<file path="src/rtl/mc_main_fsm.sv">
// Main-decoder state machine for the multicycle MIPS controller: walks the shared-memory
// datapath through fetch/decode/execute/memory/writeback, with memory stalls and retire count.
module mc_main_fsm #(
  parameter int RETIRE_W = 32
) (
  input  logic                clk,
  input  logic                reset,
  input  logic [5:0]          op,
  input  logic                mem_ready,
  output logic                pc_write,
  output logic                branch,
  output logic                ireg_write_enab,
  output logic                i_or_d,
  output logic                mem_write_enab,
  output logic                reg_write,
  output logic                mem_to_reg,
  output logic                reg_dst,
  output logic                alu_src_a,
  output logic [1:0]          alu_src_b,
  output logic [1:0]          alu_op,
  output logic [1:0]          pc_src,
  output logic                illegal_op,
  output logic [RETIRE_W-1:0] retired
);

  localparam logic [5:0] OP_LW    = 6'b100011;
  localparam logic [5:0] OP_SW    = 6'b101011;
  localparam logic [5:0] OP_RTYPE = 6'b000000;
  localparam logic [5:0] OP_BEQ   = 6'b000100;
  localparam logic [5:0] OP_ADDI  = 6'b001000;
  localparam logic [5:0] OP_J     = 6'b000010;

  typedef enum logic [3:0] {
    S_FETCH, S_DECODE, S_MEMADR, S_MEMRD, S_MEMWB, S_MEMWR,
    S_EXECUTE, S_ALUWB, S_BRANCH, S_ADDIEX, S_ADDIWB, S_JUMP
  } state_t;

  state_t              r_state;
  logic [RETIRE_W-1:0] r_retired;
  logic                r_illegal;

  always_ff @(posedge clk) begin
    if (reset) begin
      r_state   <= S_FETCH;
      r_retired <= '0;
      r_illegal <= 1'b0;
    end else begin
      case (r_state)
        S_FETCH:   if (mem_ready) r_state <= S_DECODE;
        S_DECODE: begin
          case (op)
            OP_LW, OP_SW: r_state <= S_MEMADR;
            OP_RTYPE:     r_state <= S_EXECUTE;
            OP_BEQ:       r_state <= S_BRANCH;
            OP_ADDI:      r_state <= S_ADDIEX;
            OP_J:         r_state <= S_JUMP;
            default: begin
              r_state   <= S_FETCH;
              r_illegal <= 1'b1;
            end
          endcase
        end
        S_MEMADR:  r_state <= (op == OP_SW) ? S_MEMWR : S_MEMRD;
        S_MEMRD:   if (mem_ready) r_state <= S_MEMWB;
        S_MEMWR: begin
          if (mem_ready) begin
            r_state   <= S_FETCH;
            r_retired <= r_retired + RETIRE_W'(1);
          end
        end
        S_EXECUTE: r_state <= S_ALUWB;
        S_ADDIEX:  r_state <= S_ADDIWB;
        // Every other state is a final step that retires its instruction.
        S_MEMWB, S_ALUWB, S_BRANCH, S_ADDIWB, S_JUMP: begin
          r_state   <= S_FETCH;
          r_retired <= r_retired + RETIRE_W'(1);
        end
        default:   r_state <= S_FETCH;
      endcase
    end
  end

  // Outputs decode from state; FETCH strobes wait on mem_ready, and reset parks
  // everything at idle FETCH selects with no write strobes.
  always_comb begin
    pc_write        = 1'b0;
    branch          = 1'b0;
    ireg_write_enab = 1'b0;
    i_or_d          = 1'b0;
    mem_write_enab  = 1'b0;
    reg_write       = 1'b0;
    mem_to_reg      = 1'b0;
    reg_dst         = 1'b0;
    alu_src_a       = 1'b0;
    alu_src_b       = 2'b00;
    alu_op          = 2'b00;
    pc_src          = 2'b00;
    if (reset) begin
      alu_src_b = 2'b01;
    end else begin
      case (r_state)
        S_FETCH: begin
          alu_src_b       = 2'b01;
          pc_write        = mem_ready;
          ireg_write_enab = mem_ready;
        end
        S_DECODE:  alu_src_b = 2'b11;
        S_MEMADR: begin
          alu_src_a = 1'b1;
          alu_src_b = 2'b10;
        end
        S_MEMRD:   i_or_d = 1'b1;
        S_MEMWB: begin
          reg_write  = 1'b1;
          mem_to_reg = 1'b1;
        end
        S_MEMWR: begin
          i_or_d         = 1'b1;
          mem_write_enab = 1'b1;
        end
        S_EXECUTE: begin
          alu_src_a = 1'b1;
          alu_op    = 2'b10;
        end
        S_ALUWB: begin
          reg_write = 1'b1;
          reg_dst   = 1'b1;
        end
        S_BRANCH: begin
          alu_src_a = 1'b1;
          alu_op    = 2'b01;
          pc_src    = 2'b01;
          branch    = 1'b1;
        end
        S_ADDIEX: begin
          alu_src_a = 1'b1;
          alu_src_b = 2'b10;
        end
        S_ADDIWB:  reg_write = 1'b1;
        S_JUMP: begin
          pc_src   = 2'b10;
          pc_write = 1'b1;
        end
        default: ;
      endcase
    end
  end

  assign retired    = r_retired;
  assign illegal_op = r_illegal;

endmodule
</file>
<file path="config.mk">
export PLATFORM = sky130hd
export DESIGN_NAME = mc_main_fsm
export DESIGN_NICKNAME = d
export VERILOG_FILES = /design/src/rtl/mc_main_fsm.sv
export SDC_FILE = /design/constraint.sdc
export NUM_CORES = 1
export LEC_CHECK = 0
export CORE_MARGIN = 5
export CORE_UTILIZATION = 41
export DETAILED_ROUTE_END_ITERATION = 16
export GPL_TIMING_DRIVEN = 0
export PLACE_DENSITY_LB_ADDON = 0.3
export SLEW_MARGIN = 20
export SYNTH_ARGS = -nofsm -noshare
export SYNTH_HDL_FRONTEND = slang
export SYNTH_SLANG_ARGS = --single-unit
</file>
<file path="constraint.sdc">
create_clock -name clk -period 4.25 [get_ports clk]
set_input_delay 0.85 -clock clk [delete_from_list [all_inputs] [get_ports clk]]
set_output_delay 0.85 -clock clk [all_outputs]
set_load 0.05 [all_outputs]
</file>
# == After elaboration in Yosys (flattened, before gate mapping) ==
# Index checks and enable logic that the tools add are counted.
# classes
n_addsub,1
eq_ne,19
muxes,32
bitwise_logic,1
reduce_logical,13
# ops
cell,count
32-bit one-hot mux with 2 select lines,1
32-bit by 1-bit adder with 32-bit output (second input constant),1
32-bit two-way mux,1
4-bit one-hot mux with 7 select lines,1
4-bit one-hot mux with 5 select lines,1
1-bit two-way mux,17
4-bit by 3-bit == test with 1-bit output (second input constant),4
4-bit == test (second input constant),4
6-bit == test (second input constant),2
4-bit two-way mux,3
4-bit by 2-bit == test with 1-bit output (second input constant),2
2-bit one-hot mux with 2 select lines,2
6-bit by 2-bit == test with 1-bit output (second input constant),1
6-bit by 3-bit == test with 1-bit output (second input constant),1
6-bit by 4-bit == test with 1-bit output (second input constant),1
6-bit zero test,1
2-bit two-way mux,3
2-bit inequality test (second input constant),3
2-bit one-hot mux with 3 select lines,1
2-bit OR reduction,3
6-bit OR reduction,1
5-bit OR reduction,1
4-bit by 1-bit == test with 1-bit output (second input constant),1
4-bit zero test,1
8 further kinds,9
# word_totals
reg_bits,37
in_bits,9
out_inout_bits,48

# == Depth between registers and ports, before layout ==
# logic_depth
word_depth,4
mapped_depth,7
mapped_depth_nobuf,5

# == Worst setup path after synthesis ==
# OpenSTA, ideal clock, no wires.
# synth_path
path_kind,input port to output port
from,input reset
to,output pc_write
t_arrival_ns,2.570
path_slack_ns,0.830
cell_stages,3
n_path_buf,1
cell_sequence,clkbuf_1 nor3_1 or2_2
# synth_between
elab_chain_cells,1
# synth_rtl
element,line,rtl
from (decl),7,"input logic reset,"
1-bit two-way mux,98,if (reset) begin
to (decl),10,"output logic pc_write,"
# Every way passes these cells.

# == Worst setup path in the final report ==
# layout_path
from,input reset
to,output reg_write
# layout_between
elab_chain_cells,1
# layout_rtl
element,line,rtl
1-bit two-way mux,98,
to (decl),15,"output logic reg_write,"
# Every way passes these cells.

==> impl_metrics.py <==
metrics = {
    "outcome": {
        "status": "complete, no violations",
    },
    "critical_path": {
        "start_kind": "primary input",
        "reg2regPathDepth": 7,
        "critPathBufInv": 4,
        "required_ps": 3400,
        "crit_start": "reset",
        "regToRegSetupSlack_ps": 2200,
        "r2r-start": "r_state[0]$_SDFFE_PP0P_",
        "critical-path-max-stage-delay_ps": 720,
        "cp_top_family": "buffers and inverters",
        "crit_type": "in -> out",
        "crit_path_frequent_cell": "clkbuf_1",
        "rr_endpoint": "retired[19]$_SDFFE_PP0P_",
        "endpoint_kind": "output pin",
        "cp_data_arrival_time_ps": 2820,
        "cp.depth": 5,
        "path_cells": "clkbuf_1 > clkbuf_1 > clkbuf_1 > nor2_1 > clkdlybuf4s50_1",
        "slowest_stage": "clkdlybuf4s50_1",
        "crit_path_max_fanout": 10,
        "crit_end": "reg_write",
    },
    "yosys": {
        "synth_commonest_cells": "nor2_1 (39), dfxtp_1 (37), xor2_1 (18)",
        "yosysSeqAreaShare": 0.355,
        "ys_types": 41,
        "syn_nets": 268,
        "synth-edff-count": 0,
        "synth_top_cell_area_share": 0.355,
        "synthArstFlopShare": 0,
        "synth.area.top_cells": "dfxtp_1 (36%), xor2_1 (7.6%), nor2_1 (7.0%)",
        "synth.most_common_cell": "nor2_1",
        "synth-seq-cells": 37,
        "yosysTopAreaCell": "dfxtp_1",
        "yosys_warnings": 0,
        "syn_area_per_cell_sq_um": 8.08,
        "synth_area_sq_mm": 0.00208,
        "synthCells": 258,
        "synthFlopType": "dfxtp_1",
    },
    "grt": {
        "overflow": 0,
        "grt_pass1_wl_mm": 8.92,
        "grt_max_degree": 12,
        "grt_use_total": 0.171,
        "antenna_found_initial": 0,
        "grt_pass1_vias": 1871,
    },
    "clock_tree": {
        "clk_latency_ps": 290,
        "cts_tree": "yes",
        "holdBufCountCts": 0,
        "cts_buffers": 5,
        "postCtsSetupBuffers": 0,
        "clk_pin_slew_ps": 70,
        "cts_buffer_depth": 2,
        "cts_resized": 0,
        "clock-sinks": 37,
        "htree_levels": 2,
        "clock-root-buffer": "clkbuf_8",
    },
    "floorplan": {
        "core_area_sq_mm": 0.00501,
        "die_x_microns": 81.3,
        "num_rows": 26,
        "die_area_sq_mm": 0.00661,
        "die_y_microns": 81.3,
        "io-pin-count": 57,
        "start_util": 0.416,
    },
    "timing": {
        "rsz0062_at_grt": "false",
        "holdWs_ps": 498,
        "tns_ps": 0,
        "slew_viol_final": 0,
        "skew_ps": 6.31,
        "setup_viol_count_final": 0,
        "fin_crit_sh": 0.864,
        "worst_slew_pin_slew_ps": 497,
        "hold_viol_final": 0,
        "slew_headroom": 0.660,
        "fmax_mhz": 272,
        "post-route-min-period_ps": 3670,
    },
    "placement": {
        "dpl_cell_area_sq_mm": 0.00272,
        "hpwl_mm": 3.95,
        "routabilityCongestion": 0.848,
        "io_buffers": 55,
    },
    "detailed_routing": {
        "drc": 0,
        "vias_per_cell": 5.34,
        "antenna_left": 0,
        "post_drt_wl_per_cell_microns": 13.8,
        "routed_wirelength_mm": 5.39,
        "routed-via-count": 2089,
        "first_iter_violations": 126,
        "firstDrtPassIters": 4,
    },
    "final_layout": {
        "fin_util": 0.560,
        "layout-drive-gt1-share": 0.0685,
        "antennaDiodeCount": 0,
        "n_fill_cell": 497,
        "area_delta_synth_final_pct": 34.6,
        "final_nets": 330,
        "fin_area_sq_mm": 0.00281,
    },
    "pwr": {
        "p_leak_nw": 0.962,
        "vdd_drop_max_mv": 0.132,
        "power_density_mw_per_mm2": 229,
        "p_total_mw": 0.643,
    },
    "flow_run": {
        "cap_violations": 0,
    },
    "hold_path": {
        "hp-class": "reg -> reg",
    },
}
==> cell families (layout without fill, tap and decap cells) <==
family / Yosys count / in the layout / share of synthesized area
AO/OA/AOI/OAI: 46 / 46 / 0.142
XOR/XNOR: 19 / 19 / 0.0798
adder cells (fa/ha/maj): 1 / 1 / 0.00600
buffers and inverters: 18 / 81 / 0.0468
flip-flops: 37 / 37 / 0.355
multiplexers: 1 / 1 / 0.00480
AND/OR/NAND/NOR: 136 / 136 / 0.365
==> where the power goes <==
part | total [mW] | switching, mW | internal (mW)
clock network | 0.240 | 0.127 | 0.114
registers | 0.349 | 0.000746 | 0.348
logic | 0.0541 | 0.0337 | 0.0204
==> worst min-delay path, cell delays in order (launching register included) <==
cell and delay [ps]:
dfxtp_1 340, a41oi_1 50, nor2_1 80
==> metal layers <==
metal,GRT usage,routed length (microns)
met1,0.229,2540
met2,0.269,2440
met3,0.0322,319
met4,0.0709,89
met5,0,0
==> per-stage QoR <==
step                setup WS, ps  std cells
floorplan                    830        258
global placement             582        383
detailed placement           595        383
CTS                          574        391
global route                 399        391
finish                       578        391
==> layout make-up <==
type	count	area, sq um	area share
Multi-Input combinational cell	203	1250	0.444
Sequential cell	37	741	0.264
Timing Repair Buffer	55	551	0.196
Tap cell	70	87.6	0.0312
Buffer	14	82.6	0.0294
Clock buffer	6	72.6	0.0259
Inverter	4	15.0	0.00535
Clock inverter	2	10.0	0.00357
==> worst min path at each step <==
stage / slack, ps / endpoint / from / cells after the start
after CTS: 500 / illegal_op$_SDFFE_PP0P_ / illegal_op$_SDFFE_PP0P_ / 2
after global placement: 470 / illegal_op$_SDFFE_PP0P_ / illegal_op$_SDFFE_PP0P_ / 2
after global routing: 540 / retired[29]$_SDFFE_PP0P_ / retired[29]$_SDFFE_PP0P_ / 2
final: 500 / illegal_op$_SDFFE_PP0P_ / illegal_op$_SDFFE_PP0P_ / 2
after detailed placement: 470 / illegal_op$_SDFFE_PP0P_ / illegal_op$_SDFFE_PP0P_ / 2
after floorplan: 520 / r_state[2]$_SDFFE_PP0P_ / r_state[3]$_SDFFE_PP0P_ / 2
==> cell usage in the layout, fill, tap and decap left out, types with 8 or more instances in the layout <==
master and instances:
clkdlybuf4s50_1 55, nor2_1 39, dfxtp_1 37, xor2_1 18
a21oi_1 17, nand4_1 16, nand2_1 15, o21ai_0 13
or3_1 13, and3_1 10, clkbuf_1 8, nor3_1 8
==> state kept, by name, summed over array words and instances, names as in the netlist <==
| name | count |
|---|---|
| r_state | 4 |
| retired | 32 |
| illegal_op | 1 |
Note: power is estimated with default switching activity, not from simulation.
